===== src/rtl/debounced_updown_counter.sv =====
// Up/down press counter: shared debounce ticker, per-button sync + debounce FSM + press pulse, WIDTH-bit counter.
// Optional hold-to-repeat is enabled by defining DUC_AUTOREPEAT_EN (adds parameter REPEAT_TICKS).

// state   | meaning
// LOW     | debounced level 0, synced input agrees
// WAIT_HI | level 0, counting consecutive high samples
// HIGH    | debounced level 1, synced input agrees
// WAIT_LO | level 1, counting consecutive low samples
module duc_db_channel #(
  parameter int DB_SAMPLES = 4
`ifdef DUC_AUTOREPEAT_EN
  , parameter int REPEAT_TICKS = 50
`endif
) (
  input  logic clk,
  input  logic reset,
  input  logic tick,
  input  logic btn,
  output logic db,
  output logic press
);

  typedef enum logic [1:0] {LOW, WAIT_HI, HIGH, WAIT_LO} state_t;

  localparam logic [3:0] SAMPLES = 4'(DB_SAMPLES);

  logic   sync1;
  logic   s;
  state_t state;
  logic   [3:0] n;
  logic   db_q;
  logic   rep;

  always_ff @(posedge clk or negedge reset) begin
    if (!reset) begin
      sync1 <= 1'b0;
      s     <= 1'b0;
    end else begin
      sync1 <= btn;
      s     <= sync1;
    end
  end

  always_ff @(posedge clk or negedge reset) begin
    if (!reset) begin
      state <= LOW;
      n     <= '0;
    end else if (tick) begin
      case (state)
        LOW: begin
          if (s) begin
            if (SAMPLES == 4'd1) begin
              state <= HIGH;
              n     <= '0;
            end else begin
              state <= WAIT_HI;
              n     <= 4'd1;
            end
          end
        end
        WAIT_HI: begin
          if (!s) begin
            state <= LOW;
            n     <= '0;
          end else if (n + 4'd1 == SAMPLES) begin
            state <= HIGH;
            n     <= '0;
          end else begin
            n <= n + 4'd1;
          end
        end
        HIGH: begin
          if (!s) begin
            if (SAMPLES == 4'd1) begin
              state <= LOW;
              n     <= '0;
            end else begin
              state <= WAIT_LO;
              n     <= 4'd1;
            end
          end
        end
        WAIT_LO: begin
          if (s) begin
            state <= HIGH;
            n     <= '0;
          end else if (n + 4'd1 == SAMPLES) begin
            state <= LOW;
            n     <= '0;
          end else begin
            n <= n + 4'd1;
          end
        end
        default: begin
          state <= LOW;
          n     <= '0;
        end
      endcase
    end
  end

`ifdef DUC_AUTOREPEAT_EN
  localparam int RW        = (REPEAT_TICKS < 2) ? 1 : $clog2(REPEAT_TICKS + 1);
  localparam int REP_NEXT  = (REPEAT_TICKS / 4 < 1) ? 1 : REPEAT_TICKS / 4;
  localparam logic [RW-1:0] REP_FIRST_V = RW'(REPEAT_TICKS);
  localparam logic [RW-1:0] REP_NEXT_V  = RW'(REP_NEXT);

  logic [RW-1:0] rcnt;
  logic          rfirst;

  // Tick counter only runs while the debounced level is solidly HIGH.
  always_ff @(posedge clk or negedge reset) begin
    if (!reset) begin
      rcnt   <= '0;
      rfirst <= 1'b1;
      rep    <= 1'b0;
    end else if (state != HIGH) begin
      rcnt   <= '0;
      rfirst <= 1'b1;
      rep    <= 1'b0;
    end else begin
      rep <= 1'b0;
      if (tick) begin
        if (rcnt + RW'(1) == (rfirst ? REP_FIRST_V : REP_NEXT_V)) begin
          rep    <= 1'b1;
          rcnt   <= '0;
          rfirst <= 1'b0;
        end else begin
          rcnt <= rcnt + RW'(1);
        end
      end
    end
  end
`else
  assign rep = 1'b0;
`endif

  always_ff @(posedge clk or negedge reset) begin
    if (!reset) begin
      db    <= 1'b0;
      db_q  <= 1'b0;
      press <= 1'b0;
    end else begin
      db    <= (state == HIGH) || (state == WAIT_LO);
      db_q  <= db;
      press <= (db & ~db_q) | rep;
    end
  end

endmodule

module debounced_updown_counter #(
  parameter int              WIDTH       = 32,
  parameter int              DB_TICK_DIV = 1000000,
  parameter int              DB_SAMPLES  = 4,
  parameter longint unsigned STEP        = 1,
  parameter int              SATURATE    = 0
`ifdef DUC_AUTOREPEAT_EN
  , parameter int            REPEAT_TICKS = 50
`endif
) (
  input  logic             clk,
  input  logic             reset,
  input  logic             en,
  input  logic             btn_up,
  input  logic             btn_dn,
  input  logic             load,
  input  logic [WIDTH-1:0] load_val,
  output logic [WIDTH-1:0] count,
  output logic             db_up,
  output logic             db_dn,
  output logic             ovf,
  output logic             udf
);

  localparam int TW  = $clog2(DB_TICK_DIV);
  localparam int WP1 = WIDTH + 1;
  localparam logic [TW-1:0] TICK_LAST = TW'(DB_TICK_DIV - 1);
  localparam logic [WIDTH:0] STEP_X   = WP1'(STEP);

  logic [TW-1:0]  tcnt;
  logic           tick;
  logic           p_up;
  logic           p_dn;
  logic [WIDTH:0] up_sum;
  logic [WIDTH:0] dn_diff;

  assign tick = (tcnt == TICK_LAST);

  always_ff @(posedge clk or negedge reset) begin
    if (!reset) tcnt <= '0;
    else        tcnt <= tick ? '0 : tcnt + TW'(1);
  end

  duc_db_channel #(
    .DB_SAMPLES   (DB_SAMPLES)
`ifdef DUC_AUTOREPEAT_EN
    , .REPEAT_TICKS (REPEAT_TICKS)
`endif
  ) u_ch_up (
    .clk   (clk),
    .reset (reset),
    .tick  (tick),
    .btn   (btn_up),
    .db    (db_up),
    .press (p_up)
  );

  duc_db_channel #(
    .DB_SAMPLES   (DB_SAMPLES)
`ifdef DUC_AUTOREPEAT_EN
    , .REPEAT_TICKS (REPEAT_TICKS)
`endif
  ) u_ch_dn (
    .clk   (clk),
    .reset (reset),
    .tick  (tick),
    .btn   (btn_dn),
    .db    (db_dn),
    .press (p_dn)
  );

  // One extra bit exposes the carry/borrow of a step.
  assign up_sum  = {1'b0, count} + STEP_X;
  assign dn_diff = {1'b0, count} - STEP_X;

  always_ff @(posedge clk or negedge reset) begin
    if (!reset) begin
      count <= '0;
      ovf   <= 1'b0;
      udf   <= 1'b0;
    end else begin
      ovf <= 1'b0;
      udf <= 1'b0;
      if (load) begin
        count <= load_val;
      end else if (en && (p_up != p_dn)) begin
        if (p_up) begin
          if (up_sum[WIDTH]) begin
            ovf   <= 1'b1;
            count <= (SATURATE != 0) ? {WIDTH{1'b1}} : up_sum[WIDTH-1:0];
          end else begin
            count <= up_sum[WIDTH-1:0];
          end
        end else begin
          if (dn_diff[WIDTH]) begin
            udf   <= 1'b1;
            count <= (SATURATE != 0) ? {WIDTH{1'b0}} : dn_diff[WIDTH-1:0];
          end else begin
            count <= dn_diff[WIDTH-1:0];
          end
        end
      end
    end
  end

endmodule


===== config.mk =====
export PLATFORM = sky130hd
export DESIGN_NAME = debounced_updown_counter
export DESIGN_NICKNAME = d
export VERILOG_FILES = /design/src/rtl/debounced_updown_counter.sv
export SDC_FILE = /design/constraint.sdc
export NUM_CORES = 1
export LEC_CHECK = 0
export CORE_ASPECT_RATIO = 1.1
export CORE_MARGIN = 2
export CORE_UTILIZATION = 45
export CTS_BUF_LIST = sky130_fd_sc_hd__clkbuf_16
export DETAILED_ROUTE_END_ITERATION = 12
export GPL_TIMING_DRIVEN = 0
export PLACE_DENSITY = 0.69
export SKIP_LAST_GASP = 1
export SLEW_MARGIN = 20
export SYNTH_ARGS = -nofsm -noshare
export SYNTH_HDL_FRONTEND = slang
export SYNTH_SLANG_ARGS = --single-unit

===== constraint.sdc =====
create_clock -name clk -period 3.2 [get_ports clk]
set_clock_uncertainty 0.15 [all_clocks]
set_input_delay 0.48 -clock clk [delete_from_list [all_inputs] [get_ports clk]]
set_output_delay 0.48 -clock clk [all_outputs]
set_load 0.05 [all_outputs]

After elaboration in Yosys (flattened, before gate mapping)
Cells that the tools add are included.
{"block": "totals", "reg_bits": 76, "in_bits": 38, "out_inout_bits": 36, "word_cells": 93}
{"block": "classes", "eq_ne": 18, "mux": 38, "reduce_logical": 10, "bitwise_logic": 4, "add_sub_neg": 5}
{"cell": "$mux 32", "count": 3}
{"cell": "$mux 4", "count": 10}
{"cell": "$add 32x1->33 const B", "count": 1}
{"cell": "$sub 32x1->33 const B", "count": 1}
{"cell": "$pmux 4 s4", "count": 2}
{"cell": "$mux 2", "count": 12}
{"cell": "$add 20x1->20 const B", "count": 1}
{"cell": "$eq 20x20->1 const B", "count": 1}
{"cell": "$mux 20", "count": 1}
{"cell": "$pmux 2 s4", "count": 2}
{"cell": "$reduce_and 5->1", "count": 2}
{"cell": "$add 4x1->4 const B", "count": 2}
{"cell": "$eq 2x2->1 const B", "count": 4}
{"cell": "$eq 4x3->1 const B", "count": 2}
{"cell": "$mux 1", "count": 8}
{"cell": "$ne 3x1->1 const B", "count": 2}
{"cell": "$ne 3x3->1 const B", "count": 2}
{"cell": "$reduce_and 3->1", "count": 2}
{"cell": "$eq 2x1->1 const B", "count": 2}
{"cell": "$logic_not 2->1", "count": 2}
{"cell": "$ne 2x1->1 const B", "count": 2}
{"cell": "$ne 2x2->1 const B", "count": 2}
{"cell": "$and 1x1->1", "count": 2}
{"cell": "$logic_or 1x1->1", "count": 2}
{"cell": "4 further kinds", "count": 5}

Depth between registers and ports, before layout
Gate-level depths: netlist of the first run.
{"block": "depth", "depth_word": 5, "depth_mapped": 9, "depth_no_buf": 8}

By module
A second synthesis of the first run with hierarchy kept.
{"block": "hier_totals", "cells_unflattened": 514, "hier_area_um2": 4654.5}
{"module": "debounced_updown_counter", "seq_area_each_um2": 1351.3, "area_each_um2": 3617.2, "n_inst": 1, "cells_per_inst": 424}
{"module": "duc_db_channel (u_ch_dn)", "seq_area_each_um2": 275.3, "area_each_um2": 541.8, "n_inst": 1, "cells_per_inst": 46}
{"module": "duc_db_channel (u_ch_up)", "seq_area_each_um2": 275.3, "area_each_um2": 495.5, "n_inst": 1, "cells_per_inst": 44}

Worst setup path before layout of the first run
Ideal clock, no wire load.
{"block": "synth_timing", "path_type": "register -> register", "from": "register count[21]", "to": "register count[27]", "path_buffers": 1, "arrival_ps": 2561, "setup_slack_ps": 354, "t_required_ps": 2914, "setup_ps": 136, "stages_incl_launch_ff": 8, "period_less_slack_ps": 2846, "path_cell_list": "dfrtp_1 buf_2 or4_4 or3_1 or4_1 o21ai_0 mux2i_1 o311ai_1"}
{"block": "synth_via", "elab_chain_len": 4, "word_cells_on_any_way": 5, "cone_classes": "add/sub: 2; mux: 3"}
{"item": "start: declaration", "line_no": "169", "text": "output logic [WIDTH-1:0] count,"}
{"item": "start signal: assignment", "line_no": "236", "text": "count <= load_val;"}
{"item": "start signal: assignment", "line_no": "241", "text": "count <= (SATURATE != 0) ? {WIDTH{1'b1}} : up_sum[WIDTH-1:0];"}
{"item": "start signal: assignment", "line_no": "243", "text": "count <= up_sum[WIDTH-1:0];"}
{"item": "$sub 32x1->33 / $add 32x1->33 (equally long branches)", "line_no": "225, 224"}
{"item": "$mux 32 *", "line_no": "238", "text": "if (p_up) begin"}
{"item": "$mux 32 *", "line_no": "237", "text": "end else if (en && (p_up != p_dn)) begin"}
{"item": "$mux 32 *", "line_no": "235", "text": "if (load) begin"}
Every way passes the cells marked *; elsewhere a longest branch is shown, timed or not. The select of a mux whose other input is x is not followed.
A chain may end at the register's enable or synchronous reset.

Worst setup path after layout of the first run
{"block": "layout_timing", "from": "register count[7]", "to": "register count[30]"}
The elaborated chain is that of the path after synthesis.

==> summary.md, run 1 <==
| Metric | Value |
|---|---|
| DRT antenna net count | 0 |
| CTS tree | done |
| Post-route DRC | 0 |
| WL final | 10.8 mm |
| Final worst slack | 0.233 ns |
| Synth area leader | dfrtp_1 |
| Clk slew on worst S/H paths | 0.06 ns |
| Startpoint types | register |
| Die height | 108 µm |
| Crit Path Class | reg2reg |
| Clock latency on the worst-skew pair | 0.33 ns |
| Register area share after synthesis | 43.1% |
| Number of global-route vias before repair | 3,772 |
| Final Critical Period | 2.97 ns |
| Pin count of the biggest net entering global routing | 58 |
| Mapped Cells | 483 |
| Placed inst area | 5310 µm² |
| Max Transition Viols Final | 0 |
| Post-route cell area | 5680 µm² |
| Net total in the final layout | 613 |
| Maximum vdd drop | 0.297 mV |
| Post-synth EDFFs | 0 |
| Root Driver | clkbuf_16 |
| Htree depth | 3 |
| Pwr Total | 2.76 mW |
| Top post-synthesis cells by area | dfrtp_1, xor2_1, xnor2_1 |
| Max-cap viol count | 0 |
| Cell row count | 37 |
| Post-synthesis cell area | 4420 µm² |
| Yosys cell types | 56 |
| Initial core utilization | 46.8% |
| Diode count | 0 |
| Die width | 98.5 µm |
| Final hold vios | 0 |
| Pleak | 2.24 nW |
| Period utilisation layout | 92.7% |
| Share of cells above drive strength 1 | 8.22% |
| Syn_nets | 528 |
| Port buffer count | 72 |
| Critical path data arrival time | 3.08 ns |
| Vias per inst | 5.62 |
| Top-Level Pins | 74 |
| Post-synth ARST share | 100% |
| Clk buf depth | 2 |
| Fillcell total | 822 |
| Fin Setup TNS | 0 ns |
| Final setup fails | 0 |
| Initial antenna violation count | 0 |
| Remaining global-route overflow | 0 |
| Crit end category | register |
| Synth Flop Type | dfrtp_1 |
| Vias | 3,871 |
| Tightest Pin Transition | 0.732 ns |
| CTS buffer count | 9 |
| Die area | 10,600 µm² |
| PwrDens | 487 nW/µm² |
| GPL Wtd Cong | 0.934 |
| Unrepaired setup endpoints after global routing | no |
| Hold crit path type | reg2reg |
| Synth warn | 0 |
| Post-synth top cells | dfrtp_1, nand2_1, nor2_1 |
| First-pass DRT Iterations | 5 |
| Worst slack, placed | 0.310 ns |
| FMAX | 337 MHz |
| Met1 wire length | 4.60 mm |
| Worst Path Max Fanout | 8 |
| Post-synth top area share | 43.1% |
| Synth Register Bits | 76 |
| Status | finished, final reports clean |
| Core area | 9440 µm² |
| WL/cell | 15.6 µm |
| Hold WS | 0.202 ns |
| Syn avg cell area | 9.14 µm² |
| Clock Sinks | 76 |
| Worst slew margin | 50.8% |
| WP data required | 3.31 ns |
| Syn-to-layout area delta | 28.6% |
| Count leader, synth | dfrtp_1 |
| Post-CTS Setup Inserts | 0 |
| WL met2 | 5.52 mm |
| Global-route wire length before repair | 17.9 mm |
| DP HPWL | 7.92 mm |
| WL met3 | 507 µm |
| Initial drt markers | 158 |
| GRT Util Overall | 21.0% |
| Top Layer Used | met4 |
## state kept, by name (all words and copies together) (netlist names), named ones only
signal,count
count,32
ovf,1
tcnt,20
u_ch_dn.db,1
u_ch_dn.db_q,1
u_ch_dn.n,4
u_ch_dn.press,1
u_ch_dn.s,1
u_ch_dn.state,1
u_ch_dn.sync1,1
u_ch_up.db,1
u_ch_up.db_q,1
u_ch_up.n,4
u_ch_up.press,1
u_ch_up.s,1
u_ch_up.state,1
u_ch_up.sync1,1
udf,1
## kinds of logic after synthesis
family / count (synthesis) / synth area share (%)
fa+ha+maj: 7 / 1.98
buf+inv: 35 / 3.40
mux: 19 / 4.79
simple gates: 214 / 25.6
compound gates: 82 / 11.3
flops: 76 / 43.1
xor+xnor: 50 / 9.92
## metrics by stage
step	util (%)	instances
global placement	55.9	672
floorplan	-	483
CTS	60.2	689
global route	60.2	689
detailed placement	56.2	673
finish	60.2	689
## power breakdown
part	total [mW]	internal (mW)	switching, mW
sequential	1.06	1.00	0.0572
combinational	0.473	0.186	0.286
clock	1.23	0.839	0.394
total	2.76	2.03	0.737
## per-layer routing
metal | global-route usage, % | up-vias
met1 | 25.4 | 1861
met2 | 36.5 | 89
met3 | 5.00 | 14
met5 | 0 | -
li1 | - | 1907
met4 | 7.63 | 0
## final timing paths
| check | to | start | slack, ns | depth (start not counted) |
|---|---|---|---|---|
| min in group asynchronous | count[30] | reset | 0.42 | 2 |
| worst max-delay path | count[30] | count[7] | 0.23 | 7 |
| worst min-delay path | u_ch_dn.s | u_ch_dn.sync1 | 0.20 | 0 |
| worst max register to register | count[30] | count[7] | 0.23 | 7 |
| max in group asynchronous | u_ch_dn.db | reset | 1.91 | 3 |
| worst min register to register | u_ch_dn.s | u_ch_dn.sync1 | 0.20 | 0 |
## cells in the final DEF, fill, tap and decap left out, drive strengths merged, types with 2 or more instances in the layout
master         Yosys  layout
a32o               4       4
a32oi              2       2
a211oi             4       4
or4                6       6
a22o               2       2
and4               4       4
nor2b              4       4
or3                9       9
a31oi              4       4
bufinv             0       4
clkinv             0       2
clkbuf            21      30
o22ai              2       2
mux2i              2       2
a21oi             22      22
nor3              21      21
nand4             15      15
nand2             53      53
nand3             32      32
mux2              17      17
clkdlybuf4s50      0      71
xnor2             23      23
and2               5       5
or2                3       3
and3               6       6
o21ai             32      32
nor4               5       5
nor2              33      33
buf                8      10
inv                6       6
nand4b             3       3
dfrtp             76      76
nand2b             8       8
ha                 7       7
xor2              27      27
## timing repair
item | CTS | global route
hold endpoints to repair | 19 | 0
gates resized for setup | 0 | 0
hold buffers | 1 | 0
## area by class of cell
type	instances	area [µm²]	share of cell area [%]
multi-input cells	372	2360	41.6
flip-flops and latches	76	1900	33.5
repair buffers	74	756	13.3
clock buffers	9	225	3.96
well taps	117	146	2.58
clock inverters	6	138	2.42
plain buffers	29	128	2.25
inverters	6	22.5	0.396
## worst max-delay path, cell delays in order (launching register included)
cell and delay (ns):
dfrtp_1 0.39, clkbuf_1 0.20, nor3_1 0.61, nand4b_1 0.38, nor3_1 0.41, o211ai_1 0.25
or3_1 0.34, a31oi_1 0.16
Note: power is estimated with default switching activity, not from simulation.
==> run 2: changes to the inputs <==
--- a/config.mk
+++ b/config.mk
@@ -12,8 +12,10 @@
 export DETAILED_ROUTE_END_ITERATION = 12
 export GPL_TIMING_DRIVEN = 0
 export PLACE_DENSITY = 0.69
+export SETUP_SLACK_MARGIN = 0.05
 export SKIP_LAST_GASP = 1
 export SLEW_MARGIN = 20
 export SYNTH_ARGS = -nofsm -noshare
 export SYNTH_HDL_FRONTEND = slang
 export SYNTH_SLANG_ARGS = --single-unit
+export TNS_END_PERCENT = 10
==> constraint.sdc (replaced) <==
create_clock -name clk -period 3.7 [get_ports clk]
set_clock_uncertainty 0.15 [all_clocks]
set_input_delay 0.555 -clock clk [delete_from_list [all_inputs] [get_ports clk]]
set_output_delay 0.555 -clock clk [all_outputs]
set_load 0.05 [all_outputs]
==> results of run 2 <==
Same layout as run 1 (identical final DEF). Status: finished, final reports clean.
Among the figures that moved: setup slack after placement 0.310 ns -> 0.810 ns; setup slack after layout 0.233 ns -> 0.733 ns; register-to-register setup slack 0.23 ns -> 0.73 ns; total power 2.76 mW -> 2.39 mW; worst IR drop on VDD 0.297 mV -> 0.257 mV
==> run 3: changes to the inputs <==
--- a/config.mk
+++ b/config.mk
@@ -11,7 +11,7 @@
 export CTS_BUF_LIST = sky130_fd_sc_hd__clkbuf_16
 export DETAILED_ROUTE_END_ITERATION = 12
 export GPL_TIMING_DRIVEN = 0
-export PLACE_DENSITY = 0.69
+export PLACE_DENSITY = 0.72
 export SETUP_SLACK_MARGIN = 0.05
 export SKIP_LAST_GASP = 1
 export SLEW_MARGIN = 20
==> constraint.sdc (replaced) <==
create_clock -name clk -period 2.7 [get_ports clk]
set_clock_uncertainty 0.15 [all_clocks]
set_input_delay 0.405 -clock clk [delete_from_list [all_inputs] [get_ports clk]]
set_output_delay 0.405 -clock clk [all_outputs]
set_load 0.05 [all_outputs]
==> run 3 against run 2 <==
Maximum frequency rose by 12%. Sequential power rose by 39%. Clock power up 13%. Combinational power is 38% higher. Global-route usage grew 1.0 points. Cell area grew 0.64%. Largest cell class unchanged. Via count grew 3.9%. Sequential share of layout area down 0.12 points. Register-to-register slack got worse by 0.67 ns.
==> summary.md, run 3 (synthesis gave the netlist of run 1 again) <==
| Metric | Value |
|---|---|
| Status | finished, final reports clean |
| Die area | 10,600 µm² |
| PwrDens | 532 nW/µm² |
| Cell mode on critical path | or4_4 |
| Most common cell after layout, fill and taps aside | dfrtp_1 |
| WL met2 | 5.60 mm |
| Pleak | 2.25 nW |
| Tightest Pin Transition | 0.682 ns |
| Critical path data arrival time | 2.73 ns |
| First-pass DRT Iterations | 6 |
| Initial core utilization | 46.8% |
| GRT Util Overall | 22.0% |
| Register area | 1910 µm² |
| Max Transition Viols Final | 0 |
| Share of cells above drive strength 1 | 11.7% |
| Cell row count | 37 |
| Fillcell total | 852 |
| Pin count of the biggest net entering global routing | 59 |
| Crit Path Class | reg2reg |
| Port buffer count | 72 |
| DRT antenna net count | 0 |
| Highest-count cells in the layout ignoring fill and taps | dfrtp_1, clkdlybuf4s50_1, nand2_1 |
| Unrepaired setup endpoints after global routing | yes |
| Htree depth | 3 |
| Peak per-stage delay on the critical path | 0.57 ns |
| FMAX | 379 MHz |
| Met1 wire length | 4.83 mm |
| Max reg flops | 32 |
| CP cell instances | buf_6 > or4_4 > or3_4 > or4_4 > a21oi_2 > xor2_1 > mux2_2 |
| Max-cap viol count | 0 |
| CTS buffer count | 9 |
| Multi-input gate area | 2440 µm² |
| Root Driver | clkbuf_16 |
| Final Critical Period | 2.64 ns |
| Die height | 108 µm |
| CP max-delay cell | or4_4 |
| Clock latency on the worst-skew pair | 0.35 ns |
| WL/cell | 16.4 µm |
| Net total in the final layout | 614 |
| Final setup fails | 0 |
| Hold crit path type | reg2reg |
| Most flops, register | count |
| Fin util | 60.5% |
| Number of global-route vias before repair | 3,914 |
| Post-route DRC | 0 |
| WP data required | 2.78 ns |
| Die width | 98.5 µm |
| Clk slew on worst S/H paths | 0.06 ns |
| Largest regs | count x32, tcnt x20 |
| Syn-to-layout area delta | 29.5% |
| Top-Level Pins | 74 |
| Worst slew margin | 54.5% |
| Crit end category | register |
| Vias | 4,023 |
| WL final | 11.3 mm |
| Final hold vios | 0 |
| Remaining global-route overflow | 0 |
| Diode count | 0 |
| Initial antenna violation count | 0 |
| Startpoint types | register |
| WL met3 | 594 µm |
| Final worst slack | 0.0583 ns |
| DP HPWL | 8.14 mm |
| Worst Path Max Fanout | 8 |
| Clock Sinks | 76 |
| Vias per inst | 5.82 |
| Worst slack, placed | -0.131 ns |
| Core area | 9440 µm² |
| Initial drt markers | 143 |
| Period utilisation layout | 97.8% |
| CTS tree | done |
| Top Layer Used | met4 |
| Clk buf depth | 2 |
| Maximum vdd drop | 0.326 mV |
| GPL Wtd Cong | 0.920 |
| Global-route wire length before repair | 18.7 mm |
-- run 3: cell count changes in the layout (fill, tap and decap cells not counted), sizes merged --
cell      previous run  this run
clkbuf              30        27
bufinv               4         1
buf                 10        14
clkinv               2         5
clkinvlp             0         1
-- run 3: critical path: cells and delay by family, from the launching register on --
family                    cells  cell delay, ns
xor gates and xnor gates      1            0.08
and+or+nand+nor               3            1.34
muxes                         1            0.26
AOI/OAI and AO/OA             1            0.16
buffers and inverters         1            0.14
DFF                           1            0.40
-- run 3: area by class of cell --
type	count	area share [%]
clock buffers	9	3.94
flip-flops and latches	76	33.3
repair buffers	78	13.7
plain buffers	26	2.23
well taps	117	2.56
inverters	6	0.394
clock inverters	7	1.18
multi-input cells	372	42.6
-- run 3: worst paths after layout --
| path | endpoint | cells past startpoint | from | slack [ns] |
|---|---|---|---|---|
| setup reg to reg | count[24] | 7 | count[21] | 0.06 |
| max in group asynchronous | u_ch_up.state[0] | 3 | reset | 1.48 |
| hold reg to reg | u_ch_dn.s | 0 | u_ch_dn.sync1 | 0.20 |
| hold / removal | u_ch_dn.s | 0 | u_ch_dn.sync1 | 0.20 |
| min in group asynchronous | count[30] | 2 | reset | 0.34 |
| setup / recovery | count[24] | 7 | count[21] | 0.06 |
-- run 3: power by group --
part           switching (mW)  leakage, nW  internal (mW)
clock network           0.501        0.140          0.711
registers              0.0785        0.968           1.19
logic                   0.340         1.14          0.224
total                   0.919         2.25           2.12
-- run 3: timing repair --
action,4_1_cts,5_1_grt
hold buffers,1,0
pin swaps,0,6
buffers inserted,0,4
gates resized for setup,3,17
setup endpoints to repair,9,21
hold endpoints to repair,18,0
-- run 3: metrics by stage --
| step | total power, mW | hold slack [ns] | setup TNS, ns | cell area (µm²) | instances |
|---|---|---|---|---|---|
| after floorplan | 1.61 | -0.0406 | -0.0263 | 4430 | 483 |
| after global placement | 1.83 | 0.190 | -116.30 | 5300 | 672 |
| after detailed placement | 1.84 | 0.160 | -0.335 | 5320 | 673 |
| after global routing | 3.14 | 0.200 | -0.0766 | 5720 | 691 |
| after CTS | 3.05 | 0.201 | 0 | 5640 | 689 |
| final | 3.04 | 0.199 | 0 | 5720 | 691 |
-- run 3: metal layers --
metal | vias up | global-route usage (%)
li1 | 1908 | -
met1 | 1951 | 27.6
met2 | 134 | 37.4
met3 | 30 | 4.22
met4 | 0 | 9.00
met5 | - | 0
